File: config.mk
export PLATFORM = sky130hd
export DESIGN_NAME = control_fsm
export DESIGN_NICKNAME = d
export VERILOG_FILES = /design/src/rtl/control_fsm.sv
export SDC_FILE = /design/constraint.sdc
export NUM_CORES = 1
export LEC_CHECK = 0
export ABC_AREA = 1
export BUFFER_PORTS_ARGS = -buffer_cell sky130_fd_sc_hd__buf_2
export CORE_UTILIZATION = 25
export DETAILED_ROUTE_END_ITERATION = 10
export GPL_TIMING_DRIVEN = 1
export PLACE_DENSITY = 0.46
export SLEW_MARGIN = 20
export SYNTH_ARGS = -nofsm -noshare
export SYNTH_HDL_FRONTEND = slang
export SYNTH_SLANG_ARGS = --single-unit
File: constraint.sdc
create_clock -name clk -period 2.2 [get_ports clk]
set_input_delay 0.33 -clock clk [delete_from_list [all_inputs] [get_ports clk]]
set_output_delay 0.33 -clock clk [all_outputs]
set_load 0.05 [all_outputs]
File: src/rtl/control_fsm.sv
// control_fsm: multi-cycle Moore controller for the TinyV datapath.
// Sequences fetch, register read, decode, execute, memory and writeback,
// with run/halt gating, an illegal-opcode trap and a retired-instruction count.
//
// Ports:
//   clk        in   rising-edge clock
//   reset      in   asynchronous active-low reset
//   run        in   start/continue, sampled only at instruction boundaries
//   codop      in   opcode returned by the datapath
//   pcWrSel    out  PC source: 0 ALU, 1 D reg, 2 jump target
//   pcCtrl     out  unconditional PC write
//   pcCondEn   out  branch PC write enable (qualified by ALU==1 in datapath)
//   irWrCtl    out  IR load enable
//   memAdrSel  out  memory address: 0 PC, 1 D reg
//   memWrCtl   out  memory write
//   aluOp      out  ALU function
//   aluASel    out  ALU A: 0 PC, 1 A reg
//   aluBSel    out  ALU B: 0 B reg, 1 const 4, 2 sign-extended imm
//   regWCtl    out  register-file write
//   regDataSel out  register write data: 0 DM, 1 D reg
//   regWSel    out  register write index: 0 ir[21:17], 1 ir[26:22], 2 r31
//   busy       out  executing an instruction (not IDLE/HALT/TRAP)
//   halted     out  in HALT
//   trap       out  in TRAP
//   instret    out  retired-instruction count
module control_fsm #(
    parameter int unsigned OPCODE_WIDTH = 6,
    parameter int unsigned ALU_SEL_SIZE = 4,
    parameter int unsigned CNT_WIDTH    = 32,
    parameter logic [ALU_SEL_SIZE-1:0] ALU_ADD   = ALU_SEL_SIZE'(4'h0),
    parameter logic [ALU_SEL_SIZE-1:0] ALU_PASSA = ALU_SEL_SIZE'(4'hE)
) (
    input  logic                    clk,
    input  logic                    reset,
    input  logic                    run,
    input  logic [OPCODE_WIDTH-1:0] codop,
    output logic [1:0]              pcWrSel,
    output logic                    pcCtrl,
    output logic                    pcCondEn,
    output logic                    irWrCtl,
    output logic                    memAdrSel,
    output logic                    memWrCtl,
    output logic [ALU_SEL_SIZE-1:0] aluOp,
    output logic                    aluASel,
    output logic [1:0]              aluBSel,
    output logic                    regWCtl,
    output logic                    regDataSel,
    output logic [1:0]              regWSel,
    output logic                    busy,
    output logic                    halted,
    output logic                    trap,
    output logic [CNT_WIDTH-1:0]    instret
);

    localparam logic [ALU_SEL_SIZE-1:0] ALU_BR0 = ALU_SEL_SIZE'(4'h8);
    localparam logic [ALU_SEL_SIZE-1:0] ALU_BR1 = ALU_SEL_SIZE'(4'h9);

    localparam logic [1:0] CLS_R   = 2'b00;
    localparam logic [1:0] CLS_I   = 2'b01;
    localparam logic [1:0] CLS_SPC = 2'b10;

    localparam logic [3:0] FN_LW   = 4'h0;
    localparam logic [3:0] FN_SW   = 4'h1;
    localparam logic [3:0] FN_BR0  = 4'h2;
    localparam logic [3:0] FN_BR1  = 4'h3;
    localparam logic [3:0] FN_JMP  = 4'h4;
    localparam logic [3:0] FN_JAL  = 4'h5;
    localparam logic [3:0] FN_HALT = 4'hF;

    typedef enum logic [4:0] {
        S_IDLE,
        S_FETCH,
        S_REGRD,
        S_DECODE,
        S_EX_R,
        S_WB_R,
        S_EX_I,
        S_WB_I,
        S_ADDR,
        S_MEMRD,
        S_WB_LD,
        S_MEMWR,
        S_BRANCH,
        S_JUMP,
        S_JAL1,
        S_JAL2,
        S_HALT,
        S_TRAP
    } state_t;

    typedef struct packed {
        logic [1:0]              pc_wr_sel;
        logic                    pc_ctrl;
        logic                    pc_cond_en;
        logic                    ir_wr_ctl;
        logic                    mem_adr_sel;
        logic                    mem_wr_ctl;
        logic [ALU_SEL_SIZE-1:0] alu_op;
        logic                    alu_a_sel;
        logic [1:0]              alu_b_sel;
        logic                    reg_w_ctl;
        logic                    reg_data_sel;
        logic [1:0]              reg_w_sel;
        logic                    busy;
        logic                    halted;
        logic                    trap;
    } ctrl_t;

    state_t               r_state;
    state_t               w_next_state;
    ctrl_t                r_ctrl;
    ctrl_t                w_ctrl;
    logic                 w_retire;
    logic [CNT_WIDTH-1:0] r_instret;
    logic [1:0]           w_cls;
    logic [3:0]           w_fn;

    assign w_cls = codop[5:4];
    assign w_fn  = codop[3:0];

    // State register.
    always_ff @(posedge clk or negedge reset) begin
        if (!reset) begin
            r_state <= S_IDLE;
        end else begin
            r_state <= w_next_state;
        end
    end

    // Next-state, retire strobe, and control word for the state being entered.
    // Decoding the next state lets the control word be registered while still
    // lining up exactly with the state it belongs to.
    always_comb begin
        w_next_state = r_state;
        w_retire     = 1'b0;
        w_ctrl       = '0;

        case (r_state)
            S_IDLE:   if (run) w_next_state = S_FETCH;
            S_FETCH:  w_next_state = S_REGRD;
            S_REGRD:  w_next_state = S_DECODE;
            S_DECODE: begin
                case (w_cls)
                    CLS_R:   w_next_state = S_EX_R;
                    CLS_I:   w_next_state = S_EX_I;
                    CLS_SPC: begin
                        case (w_fn)
                            FN_LW, FN_SW:   w_next_state = S_ADDR;
                            FN_BR0, FN_BR1: w_next_state = S_BRANCH;
                            FN_JMP:         w_next_state = S_JUMP;
                            FN_JAL:         w_next_state = S_JAL1;
                            FN_HALT: begin
                                w_next_state = S_HALT;
                                w_retire     = 1'b1;
                            end
                            default:        w_next_state = S_TRAP;
                        endcase
                    end
                    default: w_next_state = S_TRAP;
                endcase
            end
            S_EX_R:   w_next_state = S_WB_R;
            S_EX_I:   w_next_state = S_WB_I;
            S_ADDR:   w_next_state = (w_fn == FN_SW) ? S_MEMWR : S_MEMRD;
            S_MEMRD:  w_next_state = S_WB_LD;
            S_JAL1:   w_next_state = S_JAL2;
            // Instruction completion: run is only looked at here.
            S_WB_R, S_WB_I, S_WB_LD, S_MEMWR, S_BRANCH, S_JUMP, S_JAL2: begin
                w_retire     = 1'b1;
                w_next_state = run ? S_FETCH : S_IDLE;
            end
            S_HALT:   w_next_state = S_HALT;
            S_TRAP:   w_next_state = S_TRAP;
            default:  w_next_state = S_IDLE;
        endcase

        case (w_next_state)
            S_FETCH: begin
                w_ctrl.ir_wr_ctl = 1'b1;
                w_ctrl.alu_b_sel = 2'd1;
                w_ctrl.alu_op    = ALU_ADD;
                w_ctrl.pc_ctrl   = 1'b1;
                w_ctrl.busy      = 1'b1;
            end
            // D captures PC+imm here so it already holds the branch target.
            S_REGRD, S_DECODE: begin
                w_ctrl.alu_b_sel = 2'd2;
                w_ctrl.alu_op    = ALU_ADD;
                w_ctrl.busy      = 1'b1;
            end
            S_EX_R: begin
                w_ctrl.alu_a_sel = 1'b1;
                w_ctrl.alu_b_sel = 2'd0;
                w_ctrl.alu_op    = ALU_SEL_SIZE'(w_fn);
                w_ctrl.busy      = 1'b1;
            end
            S_WB_R: begin
                w_ctrl.reg_data_sel = 1'b1;
                w_ctrl.reg_w_sel    = 2'd0;
                w_ctrl.reg_w_ctl    = 1'b1;
                w_ctrl.busy         = 1'b1;
            end
            S_EX_I: begin
                w_ctrl.alu_a_sel = 1'b1;
                w_ctrl.alu_b_sel = 2'd2;
                w_ctrl.alu_op    = ALU_SEL_SIZE'(w_fn);
                w_ctrl.busy      = 1'b1;
            end
            S_WB_I: begin
                w_ctrl.reg_data_sel = 1'b1;
                w_ctrl.reg_w_sel    = 2'd1;
                w_ctrl.reg_w_ctl    = 1'b1;
                w_ctrl.busy         = 1'b1;
            end
            S_ADDR: begin
                w_ctrl.alu_a_sel = 1'b1;
                w_ctrl.alu_b_sel = 2'd2;
                w_ctrl.alu_op    = ALU_ADD;
                w_ctrl.busy      = 1'b1;
            end
            // Address ALU controls held so D stays stable during the access.
            S_MEMRD: begin
                w_ctrl.alu_a_sel   = 1'b1;
                w_ctrl.alu_b_sel   = 2'd2;
                w_ctrl.alu_op      = ALU_ADD;
                w_ctrl.mem_adr_sel = 1'b1;
                w_ctrl.busy        = 1'b1;
            end
            S_WB_LD: begin
                w_ctrl.reg_data_sel = 1'b0;
                w_ctrl.reg_w_sel    = 2'd1;
                w_ctrl.reg_w_ctl    = 1'b1;
                w_ctrl.busy         = 1'b1;
            end
            S_MEMWR: begin
                w_ctrl.alu_a_sel   = 1'b1;
                w_ctrl.alu_b_sel   = 2'd2;
                w_ctrl.alu_op      = ALU_ADD;
                w_ctrl.mem_adr_sel = 1'b1;
                w_ctrl.mem_wr_ctl  = 1'b1;
                w_ctrl.busy        = 1'b1;
            end
            // Compare A/B; the datapath writes PC<=D only when the result is 1.
            S_BRANCH: begin
                w_ctrl.alu_a_sel  = 1'b1;
                w_ctrl.alu_b_sel  = 2'd0;
                w_ctrl.alu_op     = w_fn[0] ? ALU_BR1 : ALU_BR0;
                w_ctrl.pc_wr_sel  = 2'd1;
                w_ctrl.pc_cond_en = 1'b1;
                w_ctrl.busy       = 1'b1;
            end
            S_JUMP: begin
                w_ctrl.alu_a_sel = 1'b0;
                w_ctrl.pc_wr_sel = 2'd2;
                w_ctrl.pc_ctrl   = 1'b1;
                w_ctrl.busy      = 1'b1;
            end
            // Pass PC through so D captures the return address.
            S_JAL1: begin
                w_ctrl.alu_a_sel = 1'b0;
                w_ctrl.alu_op    = ALU_PASSA;
                w_ctrl.busy      = 1'b1;
            end
            S_JAL2: begin
                w_ctrl.reg_data_sel = 1'b1;
                w_ctrl.reg_w_sel    = 2'd2;
                w_ctrl.reg_w_ctl    = 1'b1;
                w_ctrl.pc_wr_sel    = 2'd2;
                w_ctrl.pc_ctrl      = 1'b1;
                w_ctrl.busy         = 1'b1;
            end
            S_HALT:  w_ctrl.halted = 1'b1;
            S_TRAP:  w_ctrl.trap   = 1'b1;
            default: w_ctrl = '0;
        endcase
    end

    // Registered control word.
    always_ff @(posedge clk or negedge reset) begin
        if (!reset) begin
            r_ctrl <= '0;
        end else begin
            r_ctrl <= w_ctrl;
        end
    end

    // Retired-instruction counter, wraps naturally.
    always_ff @(posedge clk or negedge reset) begin
        if (!reset) begin
            r_instret <= '0;
        end else if (w_retire) begin
            r_instret <= r_instret + CNT_WIDTH'(1);
        end
    end

    assign pcWrSel    = r_ctrl.pc_wr_sel;
    assign pcCtrl     = r_ctrl.pc_ctrl;
    assign pcCondEn   = r_ctrl.pc_cond_en;
    assign irWrCtl    = r_ctrl.ir_wr_ctl;
    assign memAdrSel  = r_ctrl.mem_adr_sel;
    assign memWrCtl   = r_ctrl.mem_wr_ctl;
    assign aluOp      = r_ctrl.alu_op;
    assign aluASel    = r_ctrl.alu_a_sel;
    assign aluBSel    = r_ctrl.alu_b_sel;
    assign regWCtl    = r_ctrl.reg_w_ctl;
    assign regDataSel = r_ctrl.reg_data_sel;
    assign regWSel    = r_ctrl.reg_w_sel;
    assign busy       = r_ctrl.busy;
    assign halted     = r_ctrl.halted;
    assign trap       = r_ctrl.trap;
    assign instret    = r_instret;

endmodule

==> metrics.csv, run 1 <==
stage,metric,value,unit
synth,synth_top_area_share,44.6,%
global_route,antenna_found_initial,0,
layout,antenna_cells,0,
layout,final_core_util,32.0,%
global_route,grt_pass1_wl,14900,um
layout,fillerInstances,1375,
sta,skew,6.93,ps
routing,routed_wl,8950,um
global_route,overflow,0,
synth,syn-num-nets,437,
outcome,outcome,"complete, no violations",
routing,routedWlPerCell,13.2,um
layout,layout-drive-gt1-share,22.2,%
clocking,clk_pin_slew,50,ps
setup_path,crit_fanout,11,
sta,period_share,82.6,%
die,fp.dieH,116,um
synth,avgSynthCellArea,7.62,um2
sta,fmax,550,MHz
power,power_switching,2.22,mW
power,pwr-share-seq,31.7,%
synth,yosysWarnings,0,
die,ios,62,
routing,drc,0,
clocking,clkLatencyLatePin,320,ps
setup_path,crit_type,reg2reg,
sta,drv_slew,0,
synth,synth_cells,427,
min_path,hold_path.class,in2reg,
clocking,cts_tree,built,
sta,worst_slew_pin_slew,458,ps
setup_path,worstPathRequired,2460,ps
clocking,clock-root-buffer,clkbuf_16,
power,power_density,1170,nW/um2
sta,setup_tns,0,ps
clocking,cts_resized,0,
power,peakVddDrop,0.000526,V
power,leakage,2.11,nW
setup_path,r2r-start,r_state[1],
global_route,grt_pass1_vias,2981,
layout,layoutNonFillerInstCount,677,
placement,dp.cells,661,
global_route,grt_usage,14.7,%
routing,ant_nets,0,
power,intPower,2.53,mW
power,power.share.switching,46.7,%
die,core_region_area,12700,um2
clocking,cts_buffer_depth,2,
sta,slew-limit-headroom,69.5,%
setup_path,arrival,2080,ps
die,die_w,116,um
global_route,grt_max_degree,38,
clocking,cts_sinks,58,
clocking,h-tree-depth,3,
power,p_comb_share,43.0,%
routing,avgViaCountPerCell,4.31,
layout,area_growth,24.6,%
placement,dpl.hpwl,7050,um
die,rows,41,
clocking,holdBufCountCts,1,
synth,netlist.top_cell.by_area,dfrtp_1,
sta,rsz0062_at_grt,no,
routing,drt_iter0_markers,135,
layout,fin_nets,511,
sta,setup_violations,0,
setup_path,critPathLaunchType,flop,
flow_run,cap_violations,0,
synth,ys_seq_area_share,44.6,%
sta,fin_crit,1820,ps
die,start_util,25.7,%
synth,synth_cell_types,29,
clocking,post_cts.repair.setup_buffers,0,
synth,synth.area.top_cells,"dfrtp_1 45%, nand2_1 14%, nor2_1 6.2%, xor2_1 5.9%, inv_1 5.5%",
setup_path,crit_start,r_state[1],
placement,place_ws,379,ps
setup_path,crit_path_end_kind,flop,
routing,firstDrtPassIters,5,
synth,synth-seq-cells,58,
setup_path,reg2reg_slack,380,ps
die,die_area,13500,um2
setup_path,r2r_cells,10,
sta,setup_slack,383,ps
placement,port_buffers,61,
clocking,cts_made_buffers,9,
placement,gp_congestion,0.891,
setup_path,rr_endpoint,aluASel,
routing,vias,2918,
setup_path,crit_end,aluASel,
power,p_clk_share,25.4,%
synth,netlist_area,3250,um2
sta,hold_viol_final,0,
[placed cells by master, fill, tap and decap left out, drive strengths merged]
master | synthesis | final
nand2 | 126 | 126
buf | 4 | 67
nor2 | 59 | 59
dfrtp | 58 | 58
inv | 55 | 55
nand3 | 33 | 33
o21ai | 24 | 24
xor2 | 22 | 22
nor3 | 22 | 22
clkbuf | 1 | 11
nand4 | 7 | 7
xnor2 | 5 | 5
a21oi | 4 | 4
clkinv | 0 | 4
a21boi | 2 | 2
o22ai | 1 | 1
o31ai | 1 | 1
and3 | 1 | 1
a22oi | 1 | 1
ha | 1 | 1
dlygate4sd3 | 0 | 1
[power groups by stage]
| stage | Clock (mW) | Combinational, mW | Sequential, mW |
|---|---|---|---|
| after floorplan | 0 | 0.944 | 2.08 |
| after global placement | 0 | 2.07 | 1.51 |
| after detailed placement | 0 | 2.05 | 1.52 |
| after CTS | 1.25 | 2.06 | 1.51 |
| after global routing | 1.30 | 2.23 | 1.54 |
| final | 1.20 | 2.04 | 1.50 |
[metrics by stage]
| step | hold slack, ps | area [um2] | total power, mW |
|---|---|---|---|
| 2_1_floorplan | 34.4 | 3250 | 3.02 |
| 3_3_place_gp | 313 | 3790 | 3.58 |
| 3_5_place_dp | 313 | 3790 | 3.57 |
| 4_1_cts | 270 | 4060 | 4.82 |
| 5_1_grt | 284 | 4060 | 5.08 |
| 6_report | 282 | 4060 | 4.74 |
[cell families after synthesis]
kind of cell               count (synthesis)  synth area share (%)
buffers and inverters                     60                  7.19
DFF                                       58                  44.6
AOI/OAI and AO/OA                         33                  5.42
and+or+nand+nor                          248                  35.1
xor gates and xnor gates                  27                  7.27
adders and majority gates                  1                 0.384
[worst min path at each step]
| stage | from | end | slack, ps | cells past startpoint |
|---|---|---|---|---|
| detailed placement | reset | instret[7] | 310 | 1 |
| floorplan | reset | aluASel | 30 | 0 |
| finish | codop[0] | aluOp[0] | 280 | 3 |
| global placement | reset | instret[7] | 310 | 1 |
| CTS | codop[0] | aluOp[0] | 270 | 3 |
| global route | codop[0] | aluOp[0] | 280 | 3 |
[critical path, stage by stage, from the launching register on]
cell	delay, ps
dfrtp_1	550
inv_1	180
nand2_1	120
nand2_1	60
nand2_1	90
nand3_1	100
nand2_2	140
nand3_2	150
nor2_1	200
a21oi_1	100
nand2_1	70
[cell type report]
cell class | count | area (um2) | share of cell area (%)
clock inverters | 4 | 20.0 | 0.494
well taps | 172 | 215 | 5.31
clock buffers | 11 | 233 | 5.74
multi-input cells | 309 | 1570 | 38.7
inverters | 55 | 206 | 5.09
flip-flops and latches | 58 | 1450 | 35.8
repair buffers | 68 | 360 | 8.89
[cell usage after synthesis, drive strengths merged]
library cell	instances
a21boi	2
xnor2	5
inv	55
a21oi	4
nand2	126
buf	4
nor3	22
xor2	22
o22ai	1
and3	1
ha	1
a22oi	1
dfrtp	58
o21ai	24
nand4	7
clkbuf	1
o31ai	1
nand3	33
nor2	59
[registers in the layout, indices dropped and copies added (netlist names)]
register    flops
regDataSel      1
halted          1
memWrCtl        1
pcCtrl          1
trap            1
aluBSel         2
pcCondEn        1
pcWrSel         2
regWSel         2
aluASel         1
memAdrSel       1
busy            1
instret        32
aluOp           4
r_state         5
irWrCtl         1
regWCtl         1
[per-layer routing]
metal	vias to the layer above	global-route usage [%]	wire [um]
met5	-	0	0
met4	0	3.93	85
met3	6	5.45	617
met2	86	24.2	4170
met1	1332	18.1	4080
li1	1494	-	-
Note: power is estimated with default switching activity, not from simulation.
==> run 2: changes to the inputs <==
==> constraint.sdc (replaced) <==
create_clock -name clk -period 1.8 [get_ports clk]
set_input_delay 0.27 -clock clk [delete_from_list [all_inputs] [get_ports clk]]
set_output_delay 0.27 -clock clk [all_outputs]
set_load 0.05 [all_outputs]
==> metrics.csv, run 2 (synthesis gave the netlist of run 1 again) <==
stage,metric,value,unit
setup_path,crit_path_end_kind,flop,
layout,antenna_cells,0,
setup_path,crit_slowest_cell,dfrtp_1,
outcome,outcome,"complete, no violations",
routing,drc,0,
clocking,clock-root-buffer,clkbuf_16,
sta,hold_viol_final,0,
layout,largest_register_ffs,32,
setup_path,crit_family,simple AND/OR/NAND/NOR gates,
global_route,grt_max_degree,26,
die,core_region_area,12700,um2
layout,layout-drive-gt1-share,24.6,%
clocking,cts_tree,built,
sta,fmax,584,MHz
die,ios,62,
power,peakVddDrop,0.000606,V
clocking,cts_sinks,58,
setup_path,crit_type,reg2reg,
setup_path,arrival,1960,ps
power,power_density,1460,nW/um2
layout,area_growth,30.0,%
routing,ant_nets,0,
layout,layout_common_cells,"119 x nand2_1, 62 x buf_2, 57 x dfrtp_1, 54 x nor2_1, 48 x inv_1",
power,power_switching,2.80,mW
layout,final_common_cell,nand2_1,
routing,vias,3073,
sta,worst_slew_pin_slew,501,ps
die,die_area,13500,um2
sta,drv_slew,0,
sta,skew,5.35,ps
sta,rsz0062_at_grt,no,
power,p_clk_share,27.8,%
die,rows,41,
routing,firstDrtPassIters,4,
placement,port_buffers,61,
die,die_w,116,um
die,start_util,25.7,%
routing,drt_iter0_markers,132,
layout,final_core_util,33.4,%
clocking,cts_made_buffers,9,
flow_run,cap_violations,0,
setup_path,path_cells,nor2_4 > nand3_2 > inv_2 > nand3_4 > nand2_8 > buf_2 > buf_4 > nand2_1 > o21ai_0,
clocking,clk_pin_slew,50,ps
placement,dpl.hpwl,7120,um
setup_path,crit_start,r_state[3],
global_route,antenna_found_initial,0,
routing,avgViaCountPerCell,4.47,
setup_path,worstPathRequired,2050,ps
power,leakage,2.20,nW
setup_path,r2r-start,r_state[3],
min_path,hold_path.class,in2reg,
routing,top_layer_used,met4,
sta,hold_slack,236,ps
routing,routed_wl,9390,um
clocking,clkLatencyLatePin,330,ps
layout,fin_nets,521,
clocking,h-tree-depth,3,
routing,drt-met1-wl,4240,um
global_route,grt_usage,14.8,%
global_route,grt_pass1_wl,15100,um
routing,wl_met3,498,um
sta,fin_crit,1710,ps
sta,slew-limit-headroom,66.6,%
sta,setup_violations,0,
setup_path,crit_fanout,7,
routing,wl_met2,4440,um
power,power.share.switching,45.2,%
sta,setup_tns,0,ps
setup_path,critPathLaunchType,flop,
sta,period_share,95.2,%
min_path,min_from,codop[0],
die,fp.dieH,116,um
power,pwr-share-seq,29.9,%
routing,routedWlPerCell,13.7,um
placement,gp_congestion,0.898,
clocking,cts_buffer_depth,2,
global_route,overflow,0,
power,p_comb_share,42.2,%
global_route,grt_pass1_vias,3081,
power,intPower,3.39,mW
setup_path,slowest_delay,470,ps
setup_path,critPathBufInv,3,
[run 2: timing repair]
item                       in CTS  in global routing
hold endpoints to repair       17                  0
setup buffers                   0                  5
hold buffers                    1                  0
setup endpoints to repair       0                 16
gates resized for setup         0                  7
[run 2: metrics by stage]
stage	power [mW]	setup WS (ps)	area (um2)	cells
5_1_grt	6.56	1.98	4230	688
2_1_floorplan	3.69	18.0	3260	427
4_1_cts	6.16	20.7	4160	682
3_5_place_dp	4.39	31.7	3850	665
3_3_place_gp	4.38	30.4	3850	665
6_report	6.19	86.8	4230	688
[run 2: cell type report]
type	instances	area [um2]
clock inverters	2	35.0
well taps	172	215
flip-flops and latches	58	1450
repair buffers	77	450
multi-input cells	310	1600
fillers	1369	8440
inverters	55	209
clock buffers	14	264
[run 2: path summary, 6_finish.rpt]
| check | slack [ps] | to | cells past startpoint |
|---|---|---|---|
| max in group asynchronous | 840 | instret[22] | 3 |
| hold / removal | 240 | aluOp[0] | 3 |
| setup reg to reg | 90 | instret[18] | 9 |
| setup / recovery | 90 | instret[18] | 9 |
| min in group asynchronous | 450 | instret[7] | 2 |
| hold reg to reg | 520 | instret[9] | 1 |
[run 2: power groups by stage]
stage                     Sequential (mW)  Combinational, mW  Clock [mW]
after global placement               1.87               2.51           0
final                                1.85               2.61        1.72
after floorplan                      2.54               1.15           0
after global routing                 1.89               2.86        1.81
after detailed placement             1.87               2.52           0
after CTS                            1.86               2.54        1.76
[run 2: routing by layer]
| metal | up-vias | track usage [%] |
|---|---|---|
| met5 | - | 0 |
| met4 | 0 | 6.32 |
| met3 | 24 | 3.94 |
| met2 | 98 | 25.0 |
| met1 | 1432 | 17.7 |
| li1 | 1519 | - |
[run 2: worst register-to-register path: stages, from the launching register on]
cell and delay, ps:
dfrtp_1 470, nor2_4 180, nand3_2 140, inv_2 100, nand3_4 130, nand2_8 160, buf_2 200, buf_4 130
nand2_1 40, o21ai_0 70
==> run 3: changes to the inputs <==
--- a/config.mk
+++ b/config.mk
@@ -8,6 +8,7 @@
 export ABC_AREA = 1
 export BUFFER_PORTS_ARGS = -buffer_cell sky130_fd_sc_hd__buf_2
 export CORE_UTILIZATION = 25
+export CTS_BUF_LIST = sky130_fd_sc_hd__clkbuf_4 sky130_fd_sc_hd__clkbuf_8
 export DETAILED_ROUTE_END_ITERATION = 10
 export GPL_TIMING_DRIVEN = 1
 export PLACE_DENSITY = 0.46
==> metrics.csv, run 3 (synthesis gave the netlist of run 1 again) <==
stage,metric,value,unit
global_route,grt_max_degree,26,
setup_path,arrival,1950,ps
setup_path,crit_slowest_cell,dfrtp_2,
clocking,clkLatencyLatePin,350,ps
min_path,min_path_cells,3,
setup_path,slowest_delay,470,ps
global_route,antenna_found_initial,0,
sta,rsz0062_at_grt,no,
global_route,grt_pass1_vias,3064,
clocking,cts_made_buffers,9,
setup_path,r2r_cells,9,
routing,routed_wl,9310,um
power,power_density,1390,nW/um2
placement,gp_congestion,0.898,
layout,antenna_cells,0,
routing,routedWlPerCell,13.5,um
sta,setup_tns,0,ps
die,rows,41,
sta,hold_viol_final,0,
layout,area_growth,27.1,%
layout,fin_nets,521,
power,peakVddDrop,0.000620,V
die,die_area,13500,um2
flow_run,cap_violations,0,
sta,setup_violations,0,
sta,setup_slack,114,ps
setup_path,crit_path_end_kind,flop,
setup_path,worstPathRequired,2070,ps
power,leakage,2.16,nW
power,power,5.74,mW
sta,period_share,93.6,%
layout,final_common_cell,nand2_1,
placement,dp.cells,665,
die,fp.dieH,116,um
placement,port_buffers,61,
die,ios,62,
sta,slew-limit-headroom,66.9,%
setup_path,path_cells,nor2_4 > nand3_2 > inv_2 > nand3_4 > nand2_8 > buf_2 > buf_4 > nand2_1 > o21ai_0,
layout,largest_register_ffs,32,
clocking,clock-root-buffer,clkbuf_8,
die,die_w,116,um
layout,layout-drive-gt1-share,25.6,%
sta,skew,6.17,ps
clocking,cts_buffer_depth,2,
sta,fin_crit,1690,ps
setup_path,path_depth,9,
setup_path,critPathLaunchType,flop,
global_route,overflow,0,
clocking,h-tree-depth,3,
routing,ant_nets,0,
global_route,grt_pass1_wl,15000,um
layout,layoutNonFillerInstCount,688,
placement,dpl.hpwl,7120,um
clocking,clk_pin_slew,70,ps
routing,avgViaCountPerCell,4.42,
die,core_region_area,12700,um2
global_route,grt_usage,14.6,%
layout,layout_common_cells,"119 x nand2_1, 62 x buf_2, 55 x dfrtp_1, 54 x nor2_1, 47 x inv_1",
min_path,hold_path.class,in2reg,
placement,place_ws,31.7,ps
routing,firstDrtPassIters,4,
routing,drc,0,
sta,fmax,593,MHz
routing,vias,3039,
sta,worst_slew_pin_slew,497,ps
routing,drt_iter0_markers,156,
setup_path,crit_fanout,7,
sta,drv_slew,0,
setup_path,crit_family,simple AND/OR/NAND/NOR gates,
die,start_util,25.7,%
clocking,cts_tree,built,
setup_path,critPathBufInv,3,
clocking,cts_sinks,58,
outcome,outcome,"complete, no violations",
setup_path,crit_type,reg2reg,
[run 3: changes by cell type in the layout (fill, tap and decap cells not counted)]
cell	before	now
clkbuf_16	9	0
clkbuf_8	2	11
clkbuf_1	3	0
clkbuf_4	0	3
dfrtp_1	57	55
dfrtp_2	1	3
inv_2	6	8
a21boi_1	0	1
a21boi_2	1	0
inv_1	48	47
inv_4	1	0
[run 3: layout make-up]
type,instances,area [um2]
inverters,55,206
clock inverters,2,35.0
clock buffers,14,174
flip-flops and latches,58,1460
repair buffers,77,450
fillers,1367,8530
multi-input cells,310,1600
well taps,172,215
[run 3: where the power goes]
group / internal [mW] / total [mW] / switching, mW
Sequential: 1.57 / 1.85 / 0.278
Combinational: 0.669 / 2.61 / 1.94
Clock: 0.760 / 1.28 / 0.518
Total: 3.00 / 5.74 / 2.73
[run 3: layer usage]
metal,routed length (um),track usage (%)
met5,0,0
met4,209,5.90
met3,451,3.89
met2,4400,25.0
met1,4250,17.5
[run 3: path summary, 6_finish.rpt]
kind	from	end	slack (ps)
min	codop[0]	aluOp[0]	220
max in group asynchronous	reset	aluOp[0]	860
max	r_state[3]	instret[18]	110
min reg2reg	instret[9]	instret[9]	530
max reg2reg	r_state[3]	instret[18]	110
min in group asynchronous	reset	instret[4]	430
[run 3: stage by stage]
stage          utilization [%]  area, um2  hold slack [ps]
2_1_floorplan                -       3260            -25.6
3_3_place_gp              30.4       3850              275
3_5_place_dp              30.4       3850              273
4_1_cts                   32.1       4070              202
5_1_grt                   32.6       4140              223
6_report                  32.6       4140              219
[run 3: tightest hold or removal path: cells and delay by family]
family	cells	cell delay (ps)
buf+inv	2	200
compound gates	1	50
[run 3: repair_timing]
action / 4_1_cts / 5_1_grt
hold buffers: 1 / 0
gates resized for setup: 0 / 8
setup endpoints to repair: 0 / 16
endpoints found under the hold margin: 17 / 0
setup buffers: 0 / 5
